### src/rtl/load_store_unit_pkg.sv
// Shared definitions for the load/store unit: FSM state encoding, access
// size codes (funct3[1:0]) and the alignment helper used at accept time.
package load_store_unit_pkg;

  typedef enum logic [1:0] {
    LSU_IDLE,
    LSU_ISSUE,
    LSU_WAIT,
    LSU_RESP
  } lsu_state_t;

  localparam logic [1:0] LSU_B = 2'b00;
  localparam logic [1:0] LSU_H = 2'b01;
  localparam logic [1:0] LSU_W = 2'b10;

  // Half-words need ea[0] clear, words need ea[1:0] clear; bytes are always aligned.
  function automatic logic lsu_misaligned(input logic [1:0] oplen, input logic [1:0] ea_lo);
    case (oplen)
      LSU_H:   return ea_lo[0];
      LSU_W:   return (ea_lo != 2'b00);
      default: return 1'b0;
    endcase
  endfunction

endpackage

### src/rtl/load_store_unit_extend.sv
// lsu_extend: combinational load-data extension.
//   i_funct3     [1:0] size (byte/half/word), [2] unsigned
//   i_mem_result raw read word from the controller
//   o_data       byte/half from the low lane, sign- or zero-extended; word passed through
module lsu_extend
  import load_store_unit_pkg::*;
(
  input  logic [2:0]  i_funct3,
  input  logic [31:0] i_mem_result,
  output logic [31:0] o_data
);

  logic w_sign_b;
  logic w_sign_h;

  assign w_sign_b = ~i_funct3[2] & i_mem_result[7];
  assign w_sign_h = ~i_funct3[2] & i_mem_result[15];

  always_comb begin
    o_data = i_mem_result;
    case (i_funct3[1:0])
      LSU_B:   o_data = {{24{w_sign_b}}, i_mem_result[7:0]};
      LSU_H:   o_data = {{16{w_sign_h}}, i_mem_result[15:0]};
      default: o_data = i_mem_result;
    endcase
  end

endmodule

### src/rtl/load_store_unit.sv
// load_store_unit: RV32I load/store execution between the execute stage and
// the sdramController data port. One access in flight.
//   req_*  : accept-side handshake (req_valid/req_ready), operands and rd tag
//   resp_* : one-cycle resp_valid pulse with extended data, rd tag and fault
//   mem_*  : enable/valid handshake with the controller
// Faults (misaligned, out of range, illegal size, timeout) respond without
// data; accept-time faults never start a memory cycle.
module load_store_unit
  import load_store_unit_pkg::*;
#(
  parameter int unsigned ADDR_W      = 25,
  parameter int unsigned TIMEOUT_CYC = 1023
) (
  input  logic              clk,
  input  logic              rst_n,
  input  logic              req_valid,
  output logic              req_ready,
  input  logic              req_rw,
  input  logic [2:0]        req_funct3,
  input  logic [31:0]       req_base,
  input  logic [31:0]       req_imm,
  input  logic [31:0]       req_wdata,
  input  logic [4:0]        req_rd,
  output logic              resp_valid,
  output logic [31:0]       resp_data,
  output logic [4:0]        resp_rd,
  output logic              resp_fault,
  output logic              mem_enable,
  input  logic              mem_valid,
  output logic              mem_rw,
  output logic [1:0]        mem_oplen,
  output logic              mem_unsigned,
  output logic [ADDR_W-1:0] mem_addr,
  output logic [31:0]       mem_wdata,
  input  logic [31:0]       mem_result
);

  localparam int unsigned      TMO_W     = $clog2(TIMEOUT_CYC + 1);
  localparam logic [TMO_W-1:0] TMO_LIMIT = TMO_W'(TIMEOUT_CYC);

  lsu_state_t        r_state;
  logic [TMO_W-1:0]  r_tmo;
  logic              r_rw;
  logic [2:0]        r_funct3;
  logic [4:0]        r_rd;

  logic              r_resp_valid;
  logic [31:0]       r_resp_data;
  logic [4:0]        r_resp_rd;
  logic              r_resp_fault;
  logic              r_mem_enable;
  logic              r_mem_rw;
  logic [1:0]        r_mem_oplen;
  logic [ADDR_W-1:0] r_mem_addr;
  logic [31:0]       r_mem_wdata;

  logic [31:0]       w_ea;
  logic              w_fault;
  logic [31:0]       w_ext;
  logic [TMO_W-1:0]  w_tmo_inc;
  logic              w_tmo_hit;

  assign w_ea = req_base + req_imm;

  always_comb begin
    w_fault = (req_funct3[1:0] == 2'b11)
           || lsu_misaligned(req_funct3[1:0], w_ea[1:0])
           || ((w_ea >> ADDR_W) != '0);
  end

  // The counter is cleared on entering ISSUE and carries into WAIT, so the
  // bound covers the whole memory cycle rather than each phase separately.
  assign w_tmo_inc = r_tmo + 1'b1;
  assign w_tmo_hit = (w_tmo_inc == TMO_LIMIT);

  lsu_extend u_extend (
    .i_funct3     (r_funct3),
    .i_mem_result (mem_result),
    .o_data       (w_ext)
  );

  always_ff @(posedge clk or negedge rst_n) begin
    if (!rst_n) begin
      r_state      <= LSU_IDLE;
      r_tmo        <= '0;
      r_rw         <= 1'b0;
      r_funct3     <= '0;
      r_rd         <= '0;
      r_resp_valid <= 1'b0;
      r_resp_data  <= '0;
      r_resp_rd    <= '0;
      r_resp_fault <= 1'b0;
      r_mem_enable <= 1'b0;
      r_mem_rw     <= 1'b0;
      r_mem_oplen  <= '0;
      r_mem_addr   <= '0;
      r_mem_wdata  <= '0;
    end else begin
      r_resp_valid <= 1'b0;
      case (r_state)
        LSU_IDLE: begin
          if (req_valid) begin
            r_rw     <= req_rw;
            r_funct3 <= req_funct3;
            r_rd     <= req_rd;
            if (w_fault) begin
              r_state      <= LSU_RESP;
              r_resp_valid <= 1'b1;
              r_resp_data  <= '0;
              r_resp_rd    <= req_rd;
              r_resp_fault <= 1'b1;
            end else begin
              r_state      <= LSU_ISSUE;
              r_tmo        <= '0;
              r_mem_enable <= 1'b1;
              r_mem_rw     <= req_rw;
              r_mem_oplen  <= req_funct3[1:0];
              r_mem_addr   <= w_ea[ADDR_W-1:0];
              r_mem_wdata  <= req_wdata;
            end
          end
        end
        LSU_ISSUE: begin
          if (!mem_valid) begin
            r_mem_enable <= 1'b0;
            r_state      <= LSU_WAIT;
          end else if (w_tmo_hit) begin
            r_mem_enable <= 1'b0;
            r_state      <= LSU_RESP;
            r_resp_valid <= 1'b1;
            r_resp_data  <= '0;
            r_resp_rd    <= r_rd;
            r_resp_fault <= 1'b1;
          end else begin
            r_tmo <= w_tmo_inc;
          end
        end
        LSU_WAIT: begin
          if (mem_valid) begin
            r_state      <= LSU_RESP;
            r_resp_valid <= 1'b1;
            r_resp_data  <= r_rw ? '0 : w_ext;
            r_resp_rd    <= r_rd;
            r_resp_fault <= 1'b0;
          end else if (w_tmo_hit) begin
            r_state      <= LSU_RESP;
            r_resp_valid <= 1'b1;
            r_resp_data  <= '0;
            r_resp_rd    <= r_rd;
            r_resp_fault <= 1'b1;
          end else begin
            r_tmo <= w_tmo_inc;
          end
        end
        LSU_RESP: begin
          r_state <= LSU_IDLE;
        end
        default: r_state <= LSU_IDLE;
      endcase
    end
  end

  assign req_ready    = (r_state == LSU_IDLE);
  assign resp_valid   = r_resp_valid;
  assign resp_data    = r_resp_data;
  assign resp_rd      = r_resp_rd;
  assign resp_fault   = r_resp_fault;
  assign mem_enable   = r_mem_enable;
  assign mem_rw       = r_mem_rw;
  assign mem_oplen    = r_mem_oplen;
  assign mem_unsigned = 1'b1;
  assign mem_addr     = r_mem_addr;
  assign mem_wdata    = r_mem_wdata;

endmodule

### config.mk
export PLATFORM = sky130hd
export DESIGN_NAME = load_store_unit
export DESIGN_NICKNAME = d
export VERILOG_FILES = /design/src/rtl/load_store_unit_pkg.sv /design/src/rtl/load_store_unit_extend.sv /design/src/rtl/load_store_unit.sv
export SDC_FILE = /design/constraint.sdc
export NUM_CORES = 1
export LEC_CHECK = 0
export ABC_AREA = 1
export BUFFER_PORTS_ARGS = -buffer_cell sky130_fd_sc_hd__buf_2
export CAP_MARGIN = 20
export CELL_PAD_IN_SITES_DETAIL_PLACEMENT = 1
export CELL_PAD_IN_SITES_GLOBAL_PLACEMENT = 1
export CORE_UTILIZATION = 33
export DETAILED_ROUTE_END_ITERATION = 7
export PLACE_DENSITY = 0.74
export SYNTH_ARGS = -nofsm -noshare
export SYNTH_HDL_FRONTEND = slang
export SYNTH_SLANG_ARGS = --single-unit
### constraint.sdc
create_clock -name clk -period 2 [get_ports clk]
set_input_delay 0.1 -clock clk [delete_from_list [all_inputs] [get_ports clk]]
set_output_delay 0.1 -clock clk [all_outputs]
set_load 0.02 [all_outputs]
==> impl_summary.md <==
Outcome
The run finished, with violations left. The final reports fail on setup timing.

Critical path
The total stage count of the critical path is 20. The top cell family by delay on the critical path is simple AND/OR/NAND/NOR gates. The required time of the worst setup path is 2.32 ns.

The signal on the critical path passes through buf_6 > ha_4 > fa_2 > buf_6 > nand3_1 > nand3_2 > nand2_2 > nand3_1 > nand2_1 > buf_4 > inv_2 > nor2_2 > nand3_2 > nor2_4 > buf_6 > nand3_4 > buf_4 > clkbuf_16 > nand2_1 > nand2_1. The arrival time of data at the critical path endpoint is 2.73 ns. The critical path startpoint category is a primary input. On the worst path, the slowest cell contributes a delay of 0.42 ns. The number of buffers and inverters on the critical path is 7. The length in cells of the worst reg-to-reg path is 12. The endpoint class of the critical path is a flip-flop. The critical path start-end classification is primary input to flip-flop. The largest fanout on the critical path is 9. The worst-path cell with the longest stage delay is sky130_fd_sc_hd__fa_2.

Placed design
During placement, the flow inserted port buffers numbering 241. The setup slack after placement is -0.6205 ns. The weighted congestion at the end of routability-driven global placement is 0.8754.

The placed instance count is 1978. The HPWL after detailed placement is 25200 um. The post-detailed-placement cell area is 0.01121 mm2.

Timing
The number of hold-slack violations in the final timing report is 0. The worst path uses 120.5% of the clock period. Across all setup checks in the final design, the least slack found is -0.4104 ns. The number of slew-limit violations in the final report was 0. For the final database, setup skew stands at 0.01582 ns.

Setup repair after global routing could not meet its margin everywhere. Based on the critical path, the design can be clocked at up to 414.9 MHz. For the pin with the worst max-slew slack, the measured transition is 0.5140 ns. The post-route minimum period is 2.410 ns. The relative max-transition margin is 65.73%. The number of failing setup endpoints in the final timing report is 112.

Yosys
The commonest cells after synthesis are 547 x sky130_fd_sc_hd__nand2_1, 121 x sky130_fd_sc_hd__dfrtp_1, 110 x sky130_fd_sc_hd__inv_1. The sequential element share of the synthesized area is 34.45%. After technology mapping, the gate count stands at 1338. Sorting the synthesized cells by area gives the leading types as sky130_fd_sc_hd__dfrtp_1 34%, sky130_fd_sc_hd__nand2_1 23%, sky130_fd_sc_hd__ha_1 5.7%. The Yosys step of the flow raised 0 warnings. After synthesis, the mean cell area works out to 6.569 um2. In this run the cell area of the synthesized design comes to 0.008790 mm2. The fraction of registers with async set or reset after synthesis is 100.0%. In this run the biggest area consumer among cell types represents 34.45% of the synthesized area.

In the synthesized netlist the dominant register cell turns out to be sky130_fd_sc_hd__dfrtp_1. The most area-hungry cell type in the Yosys netlist is sky130_fd_sc_hd__dfrtp_1. Counting flops and latches in the post-synthesis netlist gives 121. The most frequently used cell type in the post-synthesis netlist is sky130_fd_sc_hd__nand2_1. The number of nets in the synthesized netlist is 1520. The number of distinct library cell variants in the gate-level netlist after synthesis is 40.

The number of enable-type register cells in the synthesized netlist is 0.

Global route
The number of global-route vias before repair is 11200. The largest net degree at the start of global routing is 48. The first global-routing pass estimated 59040 um of wire. The total overflow left after global routing is 0. The initial antenna violation count is 2. The overall global routing resource usage is 28.02%.

Clock network
No sink is reached through more buffers than the 2 on the longest clock path. The clock tree root driver cell is sky130_fd_sc_hd__clkbuf_16. In this run the number of H-tree levels came out at 4. Clock-pin slew was measured on the worst setup and hold paths at 0.06 ns. TritonCTS built the clock tree. The number of clock buffers inserted by TritonCTS is 17. The tree built by TritonCTS fans out to 121 sinks. The clock insertion delay at the later pin of the skew report is 0.44 ns.

Detailed routing
The count of TritonRoute iterations in the first routing pass is 5. The post-route antenna net violation count is 0. For this block, the routed nets add up to 43330 um of wire. The detailed router placed 11230 vias in this run. The routed via count divided by cell count is 5.341. The first routing iteration left 790 violations.

The routed wire length per instance is 20.60 um. The post-route DRC violation count is 0.

Floorplanning
The die height is 165.2 um. The floorplan row count is 59. The die covers 0.02729 mm2.

The die is 165.2 um wide. The initial core utilization is 33.73%. The total area inside the core boundary comes to 0.02606 mm2.

In this run the count of I/O pins placed on the die edge is 243.

Min path
The tightest min-delay check is of the primary input to flip-flop type. The worst hold path passes through 5 cells.

Pwr
IR analysis of the VDD net gives a maximum drop of 0.6492 mV. For this design the ratio of total power to cell area is 961.3 mW/mm2. Summed over all cells, the static leakage comes to 7.576 nW.

Job
The number of max-cap violations is 0.

Layout
The count of placed standard cells in the final layout, fillers left out is 2103. The final cell area excluding filler cells is 0.01442 mm2. The share of layout cells above drive strength 1 is 41.45%. The total number of nets in the final design is 1936. Relative to the synthesized area, the layout overhead comes to 64.10%.
stage by stage:
| step | power, mW | utilization, % | hold slack, ns | TNS, ns |
|---|---|---|---|---|
| after CTS | 12.92 | 51.60 | 0.05761 | -9.253 |
| final | 13.86 | 55.35 | 0.05138 | -30.43 |
| after floorplan | 6.873 | - | -0.1956 | -9.662 |
| after global routing | 14.59 | 55.35 | 0.07882 | -38.75 |
| after global placement | 8.972 | 43.01 | 0.08499 | -56.86 |
| after detailed placement | 9.157 | 43.01 | 0.09092 | -62.64 |
layer usage:
metal / wire, um / share of wire [%] / global-route usage [%] / vias to the layer above
li1: - / - / - / 5120
met1: 16700 / 39 / 33.12 / 5554
met2: 22170 / 51 / 50.44 / 407
met3: 1932 / 4.5 / 4.096 / 152
met4: 2526 / 5.8 / 11.34 / 0
met5: 0 / 0 / 0 / -
logic make-up (layout without fill, tap and decap cells):
logic type	count (synthesis)	count (layout)	share of synthesized area [%]
buffers and inverters	192	619	9.039
flip-flops	121	121	34.45
AND/OR/NAND/NOR	826	827	39.82
XOR/XNOR	29	29	2.890
multiplexers	1	1	0.1281
other	1	3	0.04266
AO/OA/AOI/OAI	127	127	7.715
adder cells (fa/ha/maj)	41	41	5.922
worst reg2reg max path, stage by stage, from the launching register on:
cell	delay (ns)
sky130_fd_sc_hd__dfrtp_1	0.42
sky130_fd_sc_hd__ha_4	0.20
sky130_fd_sc_hd__buf_4	0.13
sky130_fd_sc_hd__xnor2_1	0.16
sky130_fd_sc_hd__nor3b_2	0.28
sky130_fd_sc_hd__nand3_4	0.13
sky130_fd_sc_hd__nor2_4	0.20
sky130_fd_sc_hd__inv_4	0.12
sky130_fd_sc_hd__buf_16	0.19
sky130_fd_sc_hd__nand2_4	0.07
sky130_fd_sc_hd__a21oi_2	0.05
sky130_fd_sc_hd__nand3_1	0.11
sky130_fd_sc_hd__nand2_1	0.07
state kept, by name, summed over array words and instances (netlist names):
signal,cells
resp_fault,1
resp_data,32
r_rw,1
r_funct3,3
r_state,2
mem_enable,1
mem_addr,25
mem_oplen,2
r_tmo,10
r_rd,5
resp_rd,5
mem_rw,1
mem_wdata,32
resp_valid,1
final cells by class:
cell class                 instances  area (um2)
clock buffer                      20       446.7
clock inverter                    11       147.6
inverter                         131       494.2
multi-input combinational       1026        6404
timing repair buffer             457        3480
antenna                            2       5.005
fill                            3240       11630
sequential                       121        3028
tap                              335       419.2
cell usage in the layout, fill, tap and decap left out, types with 17 or more instances in the layout:
cell	synthesis	final
sky130_fd_sc_hd__dlygate4sd3_1	0	42
sky130_fd_sc_hd__nand2_2	1	80
sky130_fd_sc_hd__buf_4	2	124
sky130_fd_sc_hd__a21oi_1	75	44
sky130_fd_sc_hd__nand2_4	0	50
sky130_fd_sc_hd__nand4_1	66	66
sky130_fd_sc_hd__buf_6	6	23
sky130_fd_sc_hd__ha_4	0	28
sky130_fd_sc_hd__o21ai_0	33	31
sky130_fd_sc_hd__clkbuf_16	0	21
sky130_fd_sc_hd__nor2_1	90	71
sky130_fd_sc_hd__a21oi_2	0	29
sky130_fd_sc_hd__inv_1	110	108
sky130_fd_sc_hd__dfrtp_1	121	121
sky130_fd_sc_hd__nand3_1	96	71
sky130_fd_sc_hd__buf_2	17	238
sky130_fd_sc_hd__inv_2	16	18
sky130_fd_sc_hd__nor2_2	5	17
sky130_fd_sc_hd__nand3_2	5	24
sky130_fd_sc_hd__nand2_1	547	419
report_power, final:
group | switching (mW) | total, mW | leakage (nW) | internal (mW)
clock | 1.27 | 3.26 | 0.279 | 1.99
sequential | 0.409 | 3.31 | 1.64 | 2.90
combinational | 4.74 | 7.29 | 5.66 | 2.56
path summary, 6_finish.rpt:
path / start / endpoint / slack, ns
min in group asynchronous: rst_n / r_tmo[1] / 0.18
worst max register to register: r_tmo[0] / resp_data[20] / -0.24
worst min-delay path: mem_result[0] / resp_data[0] / 0.05
worst min register to register: mem_wdata[10] / mem_wdata[10] / 0.48
worst max-delay path: req_imm[0] / mem_wdata[19] / -0.41
max in group asynchronous: rst_n / mem_wdata[7] / 1.19
repair_timing:
action                                  4_1_cts  5_1_grt
endpoints found under the setup margin      110      112
gates cloned                                 11        5
resized for setup                           174      196
endpoints found under the hold margin        87        0
buffers inserted                             21       19
pin swaps                                    53       69
hold buffers                                 42        0
Power figures use the tool's default switching activity.
